`config.mk`:
```
export PLATFORM = sky130hd
export DESIGN_NAME = serial_tx_arbiter
export DESIGN_NICKNAME = d
export VERILOG_FILES = /design/src/rtl/serial_tx_arbiter_pkg.sv /design/src/rtl/serial_tx_arbiter_rr_picker.sv /design/src/rtl/serial_tx_arbiter.sv
export SDC_FILE = /design/constraint.sdc
export NUM_CORES = 1
export LEC_CHECK = 0
export ABC_AREA = 1
export CAP_MARGIN = 15
export CORE_MARGIN = 2
export CORE_UTILIZATION = 50
export DETAILED_ROUTE_END_ITERATION = 8
export PLACE_DENSITY = 0.74
export SLEW_MARGIN = 25
export SYNTH_ARGS = -nofsm -noshare
export SYNTH_HDL_FRONTEND = slang
export SYNTH_SLANG_ARGS = --single-unit
```
`constraint.sdc`:
```
create_clock -name clock -period 2.91 [get_ports clock]
set_clock_uncertainty 0.05 [all_clocks]
set_input_delay 0.4365 -clock clock [delete_from_list [all_inputs] [get_ports clock]]
set_output_delay 0.4365 -clock clock [all_outputs]
set_load 0.02 [all_outputs]
```
`src/rtl/serial_tx_arbiter_pkg.sv`:
```
// Shared state encodings for the serial transmitter arbiter.
// db_estado reports these values directly; 7 marks the unreachable encoding.
package serial_tx_arbiter_pkg;

  typedef enum logic [2:0] {
    OCIOSO   = 3'd0,
    CARREGA  = 3'd1,
    INICIA   = 3'd2,
    ESPERA   = 3'd3,
    CONFIRMA = 3'd4,
    LIBERA   = 3'd5,
    ERRO     = 3'd6
  } estado_t;

  localparam logic [2:0] DB_ESTADO_INVALIDO = 3'd7;

endpackage

```
`src/rtl/serial_tx_arbiter_rr_picker.sv`:
```
// Combinational round-robin picker: first set request at or above ptr, wrapping
// to the lowest set request when nothing at or above ptr is pending.
module serial_tx_arbiter_rr_picker #(
  parameter  int N_REQ = 2,
  localparam int IDX_W = $clog2(N_REQ)
) (
  input  logic [N_REQ-1:0] req,
  input  logic [IDX_W-1:0] ptr,
  output logic [N_REQ-1:0] winner,
  output logic [IDX_W-1:0] winner_idx,
  output logic             valid
);

  logic [IDX_W-1:0] idx_any;
  logic [IDX_W-1:0] idx_up;
  logic             found_up;

  // Scanning downward leaves the lowest matching index in each candidate.
  always_comb begin
    idx_any  = '0;
    idx_up   = '0;
    found_up = 1'b0;
    for (int i = N_REQ - 1; i >= 0; i--) begin
      if (req[i]) begin
        idx_any = IDX_W'(i);
        if (i >= int'(ptr)) begin
          idx_up   = IDX_W'(i);
          found_up = 1'b1;
        end
      end
    end
  end

  assign winner_idx = found_up ? idx_up : idx_any;
  assign valid      = |req;
  assign winner     = valid ? (N_REQ'(1) << winner_idx) : '0;

endmodule

```
`src/rtl/serial_tx_arbiter.sv`:
```
// Shares one serial transmitter between N_REQ frame producers: round-robin grant
// held for a whole frame, per-byte start/done handshake, timeout abort.
//
// state    | meaning
// OCIOSO   | idle, picking the next requester
// CARREGA  | latch the granted requester's byte, or abandon if it dropped req
// INICIA   | one-cycle start pulse to the transmitter
// ESPERA   | waiting for transmitter done, timeout counter running
// CONFIRMA | one-cycle byte acknowledge to the owner
// LIBERA   | release grant, advance round-robin pointer
// ERRO     | byte timed out, flag raised, frame dropped
module serial_tx_arbiter
  import serial_tx_arbiter_pkg::*;
#(
  parameter int N_REQ   = 2,
  parameter int DATA_W  = 7,
  parameter int TIMEOUT = 50000
) (
  input  logic                    clock,
  input  logic                    reset,
  input  logic [N_REQ-1:0]        req,
  input  logic [N_REQ*DATA_W-1:0] dados,
  input  logic [N_REQ-1:0]        ultimo,
  input  logic                    pronto_tx,
  output logic                    partida_tx,
  output logic [DATA_W-1:0]       dado_tx,
  output logic [N_REQ-1:0]        grant,
  output logic [N_REQ-1:0]        ack,
  output logic                    ocupado,
  output logic                    erro_timeout,
  output logic [2:0]              db_estado
);

  localparam int IDX_W = $clog2(N_REQ);
  localparam int CNT_W = $clog2(TIMEOUT);
  // Counter holds the number of completed ESPERA cycles; abort when the
  // post-increment value would reach TIMEOUT-1.
  localparam logic [CNT_W-1:0] CNT_FIM = CNT_W'(TIMEOUT - 2);
  localparam logic [CNT_W-1:0] CNT_MAX = '1;

  estado_t estado, estado_nx;

  logic [IDX_W-1:0]  ptr;
  logic [IDX_W-1:0]  g_idx;
  logic [IDX_W-1:0]  pick_idx;
  logic [N_REQ-1:0]  pick_oh;
  logic              pick_valid;
  logic              ult_flag;
  logic [CNT_W-1:0]  cnt;
  logic              req_g;
  logic              ult_g;
  logic [DATA_W-1:0] dados_g;

  serial_tx_arbiter_rr_picker #(
    .N_REQ (N_REQ)
  ) u_rr_picker (
    .req        (req),
    .ptr        (ptr),
    .winner     (pick_oh),
    .winner_idx (pick_idx),
    .valid      (pick_valid)
  );

  assign req_g = |(req & grant);
  assign ult_g = |(ultimo & grant);

  always_comb begin
    dados_g = '0;
    for (int i = 0; i < N_REQ; i++) begin
      if (grant[i]) dados_g = dados[i*DATA_W +: DATA_W];
    end
  end

  always_ff @(posedge clock or posedge reset) begin
    if (reset) estado <= OCIOSO;
    else       estado <= estado_nx;
  end

  always_comb begin
    estado_nx = estado;
    case (estado)
      OCIOSO:   if (pick_valid) estado_nx = CARREGA;
      CARREGA:  estado_nx = req_g ? INICIA : LIBERA;
      INICIA:   estado_nx = ESPERA;
      ESPERA: begin
        if (pronto_tx)           estado_nx = CONFIRMA;
        else if (cnt == CNT_FIM) estado_nx = ERRO;
      end
      CONFIRMA: estado_nx = ult_flag ? LIBERA : CARREGA;
      LIBERA:   estado_nx = OCIOSO;
      ERRO:     estado_nx = LIBERA;
      default:  estado_nx = OCIOSO;
    endcase
  end

  always_comb begin
    case (estado)
      OCIOSO, CARREGA, INICIA, ESPERA, CONFIRMA, LIBERA, ERRO: db_estado = estado;
      default: db_estado = DB_ESTADO_INVALIDO;
    endcase
  end

  assign partida_tx = (estado == INICIA);
  assign ack        = (estado == CONFIRMA) ? grant : '0;
  assign ocupado    = (estado != OCIOSO);

  // Grant is loaded from the picker on leaving OCIOSO and dropped on the way
  // into LIBERA (or on recovery from an illegal encoding).
  always_ff @(posedge clock or posedge reset) begin
    if (reset) begin
      grant <= '0;
      g_idx <= '0;
      ptr   <= '0;
    end else begin
      if (estado == OCIOSO && pick_valid) begin
        grant <= pick_oh;
        g_idx <= pick_idx;
      end else if (estado_nx == LIBERA || estado_nx == OCIOSO) begin
        grant <= '0;
      end
      if (estado == LIBERA) ptr <= (g_idx == IDX_W'(N_REQ - 1)) ? '0 : g_idx + 1'b1;
    end
  end

  always_ff @(posedge clock or posedge reset) begin
    if (reset) begin
      dado_tx      <= '0;
      ult_flag     <= 1'b0;
      erro_timeout <= 1'b0;
    end else begin
      if (estado == CARREGA && req_g) begin
        dado_tx  <= dados_g;
        ult_flag <= ult_g;
      end
      if (estado_nx == ERRO) erro_timeout <= 1'b1;
    end
  end

  always_ff @(posedge clock or posedge reset) begin
    if (reset)                                 cnt <= '0;
    else if (estado == CARREGA)                cnt <= '0;
    else if (estado == ESPERA && cnt != CNT_MAX) cnt <= cnt + 1'b1;
  end

endmodule

```
-- Word-level counts from Yosys, hierarchy flattened
Cells that the tools add are included.
- $add $sub $neg: 2
- $mul: 0
- div/mod/pow operators: 0
- $lt $le $gt $ge: 1
- eq/ne operators: 10
- shift operators: 1
- mux-type cells: 23
- bitwise operators: 2
- reductions and logical operators: 13
- operator list (kind ; count):
    two-way mux 16 bit ; 2
    two-way mux 3 bit ; 6
    case mux 3 bit (6 select lines) ; 1
    adder 16 x 1 -> 16 bit, second input constant ; 1
    == test 16 bit, second input constant ; 1
    inequality test 16 bit, second input constant ; 1
    == test 3 bit, second input constant ; 5
    two-way mux 7 bit ; 2
    two-way mux 1 bit ; 8
    two-way mux 2 bit ; 4
    OR reduction 7 bit ; 1
    == test 3 x 2 -> 1 bit, second input constant ; 2
    logical NOT 3 bit ; 2
    OR reduction 2 bit ; 3
    bitwise AND 2 bit ; 2
    nonzero test 2 bit ; 2
    == test 3 x 1 -> 1 bit, second input constant ; 1
    logical AND 1 bit ; 3
    nonzero test 3 bit ; 1
    left shift 1 x 1 -> 2 bit, first input constant ; 1
    adder 1 bit, second input constant ; 1
    greater-or-equal comparator 1 bit, first input constant ; 1
    logical OR 1 bit ; 1
- bits in registers: 32
- latch bits: 0
- memory bits (writable): 0
- ROM bits: 0
- bits of input ports: 21
- output and inout port bits: 17
- word-level logic and storage cells: 60
- memories kept: 0

-- Logic depth before layout (Yosys ltp)
Gate-level depths: netlist of the first run.
- word-level depth: 8
- mapped depth: 13
- mapped depth without buffers: 13

-- Hierarchy
Synthesis of the first run repeated with hierarchy kept, for this count alone.
- cell total of the unflattened synthesis: 258
- area, all modules: 1931.9 um^2
- by module, submodules not included (module ; instances ; cells each ; area each (um^2) ; sequential area each (um^2)):
    serial_tx_arbiter ; 1 ; 251 ; 1900.6 ; 800.8
    serial_tx_arbiter_rr_picker ; 1 ; 7 ; 31.3 ; 0.0

-- Least setup slack after synthesis of the first run
No wires, ideal clock.
- kind: register -> output
- start point: register grant[1]
- end point: output ack[1]
- arrival time: 1.223 ns
- required time: 2.424 ns
- setup slack: 1.201 ns
- stages on the path, launching flop included: 4
- buffers on the path: 1
- cell sequence: dfrtp_1 -> clkbuf_1 -> inv_1 -> nor2_1
- longest elaborated chain between the ends: 1
- RTL lines (item ; line ; source):
    start, declared ; serial_tx_arbiter.sv:27 ; output logic [N_REQ-1:0] grant,
    start signal, assigned ; serial_tx_arbiter.sv:116 ; grant <= pick_oh;
    two-way mux 2 bit ; serial_tx_arbiter.sv:104 ; assign ack = (estado == CONFIRMA) ? grant : '0;
    end, declared ; serial_tx_arbiter.sv:28 ; output logic [N_REQ-1:0] ack,
Every way passes these cells.

-- Worst setup path in the final report of the first run
- start point: register estado[0]
- end point: output ack[1]
- longest elaborated chain between the ends: 2
- RTL lines (item ; line ; source):
    start, declared ; serial_tx_arbiter.sv:41 ; estado_t estado, estado_nx;
    start signal, assigned ; serial_tx_arbiter.sv:76 ; else estado <= estado_nx;
    == test 3 bit ; serial_tx_arbiter.sv:104 ;
    two-way mux 2 bit ; serial_tx_arbiter.sv:104 ;
Every way passes these cells.

==> metrics list, run 1 <==
* Status: finished, final reports clean
* Fraction of final layout cells sized beyond drive strength 1: 11.2%
* Worst Path Arrival: 1.92 ns
- The die covers around 4600 µm².
- After routing, the total negative slack on setup checks comes to 0 ns.
- In the routed design, unresolved DRC markers number 0.
- Reported max-cap violation count: 0
* Max Clk Rate: ~0.42 GHz
- Along the worst path, the maximum fanout reaches 7.
- Post-Syn Nets: 290
- Cell area after synthesis: 2020 µm²
- Number of nets in the final layout: about 330
- In this run the count of I/O pins placed on the die edge is 38.
- Routed vias: between 1.5k and 2k
- Most common library cell in the layout ignoring fill and taps: sky130_fd_sc_hd__nand2_1
- Measured on the finished design, the core utilization comes to 63.3%.
- No sink is reached through more buffers than the 2 on the longest clock path.
* Final RePlAce weighted congestion: 0.942
- Along the worst hold path, the cell count comes to 1.
- Routed length per placed instance: 12.7 µm
* CP startpoint kind: flip-flop
- Count of final hold-check violations: 0
- Slew @ Worst Pin: 0.424 ns
- In this run the critical register-to-register path is launched from estado[2].
- The first global-routing pass estimated 7830 µm of wire.
* Number of standard cells after synthesis: approximately 270
- Clock H-tree levels: 2
- Global routing finished with a remaining overflow of 0.
- Core Box Area: 3940 µm²
- In this run the core area contains 23 standard-cell rows.
- The worst path in the final design needs a cycle of 2.40 ns, including I/O delays and setup.
* Antenna cell count: 0
- Biggest area consumer among synthesized cells: sky130_fd_sc_hd__dfrtp_1
* PD cells: 800 nW/µm²
- Critical path start-end classification: flip-flop to primary output
* Post-CTS sizing: 0
* Postcts setup bufs: 0
- Destination of the critical timing path: ack[1]
* Final count of negative-setup-slack endpoints: 0
* Clock Sink Count: 32
* Pre-antenna DRT Iters: 4
* Number of buffers added to fix hold violations after cts: 0
- Smallest setup slack after layout: 0.507 ns
- Final worst path period share: roughly 83%
- Chip height: slightly below 70 µm
- Iteration-0 DRC count of the detailed router: between 150 and 200
- Final WL: 4510 µm
- Asr flop ratio synth: 100%
- In the routed layout, each cell is associated on average with a via count of 5.18.
- Counting the buffers created by CTS gives 5.
* Post-route ant nets: 0
- Mean Syn Cell Area: about 7.6 µm²
- Register-to-register setup slack: 1.09 ns
- Overall routing resource usage: 22.7%
- Number of synthesized flops with an enable pin: 0
- Number of port buffers: 37
- Unrepaired setup endpoints after global routing: no
* Clock-pin slew on the worst setup and hold paths: 0.07 ns
- Total non-filler cell area in the finished layout: 2500 µm²
* Root buffer cell: sky130_fd_sc_hd__clkbuf_8
* Pin count of the biggest net entering global routing: 33
- Launching instance or port of the critical path: estado[0]
- The synthesized netlist contains 33 unique library cells.
- Area share of the leading cell type in the synthesized netlist: 39.6%
- The HPWL after detailed placement is roughly 3400 µm.
- Post-detailed-placement cell area: 2410 µm²
* Max-slew violation count: 0
- For this configuration, the core starts out at a cell density of 51.3%.
- For this run, the number of Yosys warnings is 0.
- In the synthesized netlist the dominant register cell turns out to be sky130_fd_sc_hd__dfrtp_1.
* Portion of the post-synthesis area used by sequential elements: 39.6%
- Slew HR: between 70% and 80%
- Vias in the first global route: 1778
- The worst register-to-register path has a depth of 7.
* Data required time at the worst endpoint: about 2.4 ns
* Area added between synthesis and finish: 23.4%
- TritonCTS built the clock tree.
- Latest clock arrival within the worst-skew pair: 0.28 ns
* Max VDD drop: 0.611 mV
- Ranked by total cell area, the synthesized netlist is headed by sky130_fd_sc_hd__dfrtp_1, sky130_fd_sc_hd__nand2_1, sky130_fd_sc_hd__inv_1, sky130_fd_sc_hd__nor2_1, sky130_fd_sc_hd__nand3_1.
- In this run the horizontal extent of the chip is approximately 68 µm.
- Worst reg2reg path endpoint: grant[0]
* Kind of end point of the critical path: primary output
- Timing analysis after detailed placement gives a worst setup slack of 0.830 ns.
- Leakage power total: between 0.001 and 0.0015 µW
- Worst min-delay path startpoint: g_idx
- The number of antenna violations at the first check in global routing was 0.
- Hold Crit Class: flip-flop to flip-flop
* Most frequent cells in the layout: sky130_fd_sc_hd__nand2_1, sky130_fd_sc_hd__inv_1, sky130_fd_sc_hd__nor2_1, sky130_fd_sc_hd__clkdlybuf4s50_1, sky130_fd_sc_hd__dfrtp_1
- Synthesized flop and latch total: 32
## power breakdown
| part | switching, µW | internal [µW] |
|---|---|---|
| clock network | 171 | 193 |
| registers | 124 | 561 |
| logic | 578 | 371 |
| total | 872 | 1130 |
## cell usage after synthesis, types with 3 or more instances
master / n
sky130_fd_sc_hd__dfrtp_1: 32
sky130_fd_sc_hd__o21ai_0: 6
sky130_fd_sc_hd__a31oi_1: 8
sky130_fd_sc_hd__xor2_1: 7
sky130_fd_sc_hd__o21ai_2: 6
sky130_fd_sc_hd__inv_2: 3
sky130_fd_sc_hd__inv_1: 37
sky130_fd_sc_hd__nand4_1: 5
sky130_fd_sc_hd__nor2_1: 37
sky130_fd_sc_hd__nand3_1: 22
sky130_fd_sc_hd__o31ai_1: 3
sky130_fd_sc_hd__nor3_1: 5
sky130_fd_sc_hd__a21oi_1: 3
sky130_fd_sc_hd__clkbuf_1: 6
sky130_fd_sc_hd__nor3_2: 3
sky130_fd_sc_hd__nand2_1: 62
## cell families after synthesis
kind of cell               count (synthesis)  share of synthesized area [%]
and+or+nand+nor                          147                           35.4
buffers and inverters                     49                           10.3
DFF                                       32                           39.6
AOI/OAI and AO/OA                         30                           10.5
xor gates and xnor gates                   7                           3.03
adders and majority gates                  2                           1.24
## per-stage QoR
| stage | hold WS [ns] | instances | total power [µW] |
|---|---|---|---|
| 6_report | 0.413 | 354 | 2000 |
| 5_1_grt | 0.446 | 354 | 2150 |
| 4_1_cts | 0.424 | 354 | 2010 |
| 3_5_place_dp | 0.411 | 346 | 1650 |
| 3_3_place_gp | 0.407 | 346 | 1640 |
| 2_1_floorplan | 0.386 | 267 | 1330 |
## how the worst min path moves through the flow
stage / to / slack (ns)
floorplan: ptr / 0.39
global placement: g_idx / 0.41
detailed placement: ptr / 0.41
CTS: ptr / 0.42
global route: ptr / 0.45
finish: ptr / 0.41
## sequential cells by signal (all words and copies together) (netlist names)
name          count
grant             2
cnt              16
estado            3
ult_flag          1
dado_tx           7
ptr               1
g_idx             1
erro_timeout      1
## routing by layer
layer / global-route usage, % / vias to the layer above / part of all wire [%]
met5: 0 / - / 0
met4: 8.42 / 0 / 2.0
met3: 6.17 / 9 / 6.7
met2: 37.5 / 58 / 46
met1: 28.3 / 836 / 45
li1: - / 932 / -
## critical path, cell delays in order, from the launching register on
cell,delay (ns)
sky130_fd_sc_hd__dfrtp_1,0.47
sky130_fd_sc_hd__nor2_1,0.28
sky130_fd_sc_hd__nand2_1,0.16
sky130_fd_sc_hd__nor2_1,0.12
sky130_fd_sc_hd__clkdlybuf4s50_1,0.61
## final cells by class
type	instances	area [µm²]
fill	377	1450
multi-input combinational	186	1020
sequential	32	801
timing repair buffer	38	378
inverter	40	150
clock buffer	8	90.1
tap	50	62.6
No activity file was read; power rests on OpenSTA's default activity.
==> run 2: changes to the inputs <==
- CORE_UTILIZATION: 50 -> 47
- PLACE_DENSITY: 0.74 -> 0.73
- clock period: 2.91 -> 2 ns (I/O delays scaled with it)
==> run 2 against run 1 <==
Against the previous run: combinational power increased by 57%; first-iteration DRC count decreased by 58%; setup slack got worse by 0.31 ns; largest cell class unchanged; highest routed layer unchanged.
==> metrics list, run 2 (synthesis gave the netlist of run 1 again) <==
- The run finished with clean final reports.
- Total global routing overflow: 0
* Chip height: 69.6 µm
- Delay of the slowest cell on the worst path: approximately 0.66 ns
- Count of standard-cell rows: 23
- Switching share of power: 42.0%
- Final Instance Count excl. Fillers: 359
- Pin count of the biggest net entering global routing: 33
- CTS tree: done
- I/O Pins: 38
* Unrepaired setup endpoints after global routing: no
- For the worst setup path, the data arrival time is 1.46 ns.
* Vias in the first global route: 1859
- Antenna cell count: 0
* Post-layout minimum cycle time: 1.81 ns
- Slew @ Worst Pin: 0.399 ns
- Most common library cell in the layout ignoring fill and taps: sky130_fd_sc_hd__nand2_1
- The register with the most flip-flops in the final layout is cnt.
- For this run, design rule violations remaining after detail routing come to 0.
- Clock tree synthesis inserted a total of 5 buffers.
- Most frequent cells in the layout: sky130_fd_sc_hd__nand2_1, sky130_fd_sc_hd__inv_1, sky130_fd_sc_hd__nor2_1
- Largest registers in the final layout: cnt (16), dado_tx (7), estado (3)
- Post-DP HPWL: 3410 µm
- Once the clock tree was built, the setup fixing pass inserted 0 buffers.
- The die covers between 4000 and 5000 µm².
- The first TritonRoute pass finished after 4 iterations.
- Int Power: between 1500 and 2000 µW
- The number of pins with negative max-slew slack in the final report was 0.
* Area added between synthesis and finish: 26.1%
- Root buffer cell: sky130_fd_sc_hd__clkbuf_8
- Horizontal die dimension: a little under 70 µm
- In the detailed route, the total length drawn on met2 is 2090 µm.
- Dividing the final minimum period by the clock period gives between 90 and 100%.
* Flip-flop count of the largest register after layout: 16
- At the placement stage, the worst setup path has a slack of 0.220 ns.
- Placed cell count: 351
- Critical path's slowest cell: sky130_fd_sc_hd__clkdlybuf4s50_1
- Across all hold checks on the routed design, the worst slack comes to 0.340 ns.
- Design Power: 3070 µW
- STA classifies the critical path startpoint as a flip-flop.
* Clock H-tree levels: 2
* Critical path start-end classification: flip-flop to primary output
- Initial antenna violation count: 0
* Number of nets in the final layout: about 330
- The initial utilization of the core area, before any placement, comes to between 40% and 50%.
- Signal routing reaches up to met4.
- Setup violations remaining at the end of the flow were counted as 0.
- Met3 Routed Length: 287 µm
- Maximum root-to-sink buffer count: 2
- Data required time at the worst endpoint: around 1.7 ns
- Sequential power share: 31.4%
- Smallest setup slack after layout: 0.193 ns
- Slew HR: 73.4%
- Part of the power in the clock network: 20.1%
- The number of buffers and inverters on the critical path is 1.
* Routed length per placed instance: 12.5 µm
* Via density per instance: 5.12
- For this block, the via count after detailed routing is between 1.5k and 2k.
- PD cells: between 1000 and 1500 nW/µm²
- The worst hold path belongs to the class input pin to asynchronous set/reset pin.
* Post-route ant nets: 0
- The region available for standard cell placement spans 4090 µm².
* Iteration-0 DRC count of the detailed router: 78
- The number of hold-slack violations in the final timing report is 0.
* Final RePlAce weighted congestion: 0.922
- Overall routing resource usage: 20.6%
- Max Clk Rate: 0.554 GHz
- In this run the worst path has a maximum fanout of 9.
- Switch Pwr: 1290 µW
- Final WL: 4490 µm
- Fraction of final layout cells sized beyond drive strength 1: 13.3%
- Routed length on met1: 2040 µm
- For the worst-skew pair, the clock arrives at the later sink with an insertion delay of 0.28 ns.
* Global-route wire length before repair: 8200 µm
* Max VDD drop: 0.852 mV
- Clock-pin slew on the worst setup and hold paths: 0.07 ns
- Clock Sink Count: 32
- Part of the total power dissipated in combinational logic: 48.5%
* Reported max-cap violation count: 0
* Cells traversed along the worst timing path: clkdlybuf4s50_1
- In this run the tool buffered the top-level ports with 37 buffer cells.
* Leakage power total: approximately 0.0012 µW
- Setup total negative slack on the finished layout was measured at 0 ns.
- On the critical path the largest part of the delay comes from buffers and inverters.
* Kind of end point of the critical path: primary output
## run 2: per-stage QoR
step	instance area, µm²	utilization (%)
final	2550	62.5
after global routing	2550	62.5
after CTS	2550	62.4
after detailed placement	2440	59.8
after global placement	2440	59.8
after floorplan	2020	-
## run 2: repair_timing
action | 4_1_cts | 5_1_grt
hold endpoints to repair | 0 | 0
pin swaps | 0 | 0
hold buffers | 0 | 0
resized for setup | 4 | 1
setup endpoints to repair | 4 | 1
## run 2: area by class of cell
class / count / area, µm²
Inverter: 40 / 150
Clock buffer: 6 / 72.6
Tap cell: 50 / 62.6
Clock inverter: 2 / 35.0
Sequential cell: 32 / 802
Fill cell: 391 / 1530
Timing Repair Buffer: 43 / 414
Multi-Input combinational cell: 186 / 1020
## run 2: worst min-delay path, cell delays in order
cell and delay, ns:
sky130_fd_sc_hd__clkdlybuf4s50_1 0.39, sky130_fd_sc_hd__inv_1 0.05, sky130_fd_sc_hd__buf_4 0.35
## run 2: power by group through the flow
stage                     logic, µW  clock network (µW)  registers, µW
final                          1490                 617            964
after global routing           1650                 663            990
after CTS                      1510                 626            966
after detailed placement       1500                   0            969
after global placement         1500                   0            966
after floorplan                 880                   0           1050
## run 2: final timing paths
| path | startpoint | endpoint | slack (ns) | cells past startpoint |
|---|---|---|---|---|
| setup / recovery | estado[2] | db_estado[2] | 0.19 | 1 |
| hold / removal | reset | dado_tx[5] | 0.34 | 3 |
| setup reg to reg | cnt[0] | cnt[9] | 0.27 | 9 |
| hold reg to reg | g_idx | ptr | 0.43 | 1 |
| max in group asynchronous | reset | estado[0] | 1.25 | 3 |
| min in group clock | g_idx | ptr | 0.43 | 1 |
## run 2: routing by layer
metal	GRT usage [%]	up-vias
li1	-	936
met1	25.5	849
met2	34.1	41
met3	6.83	11
met4	6.41	0
met5	0	-
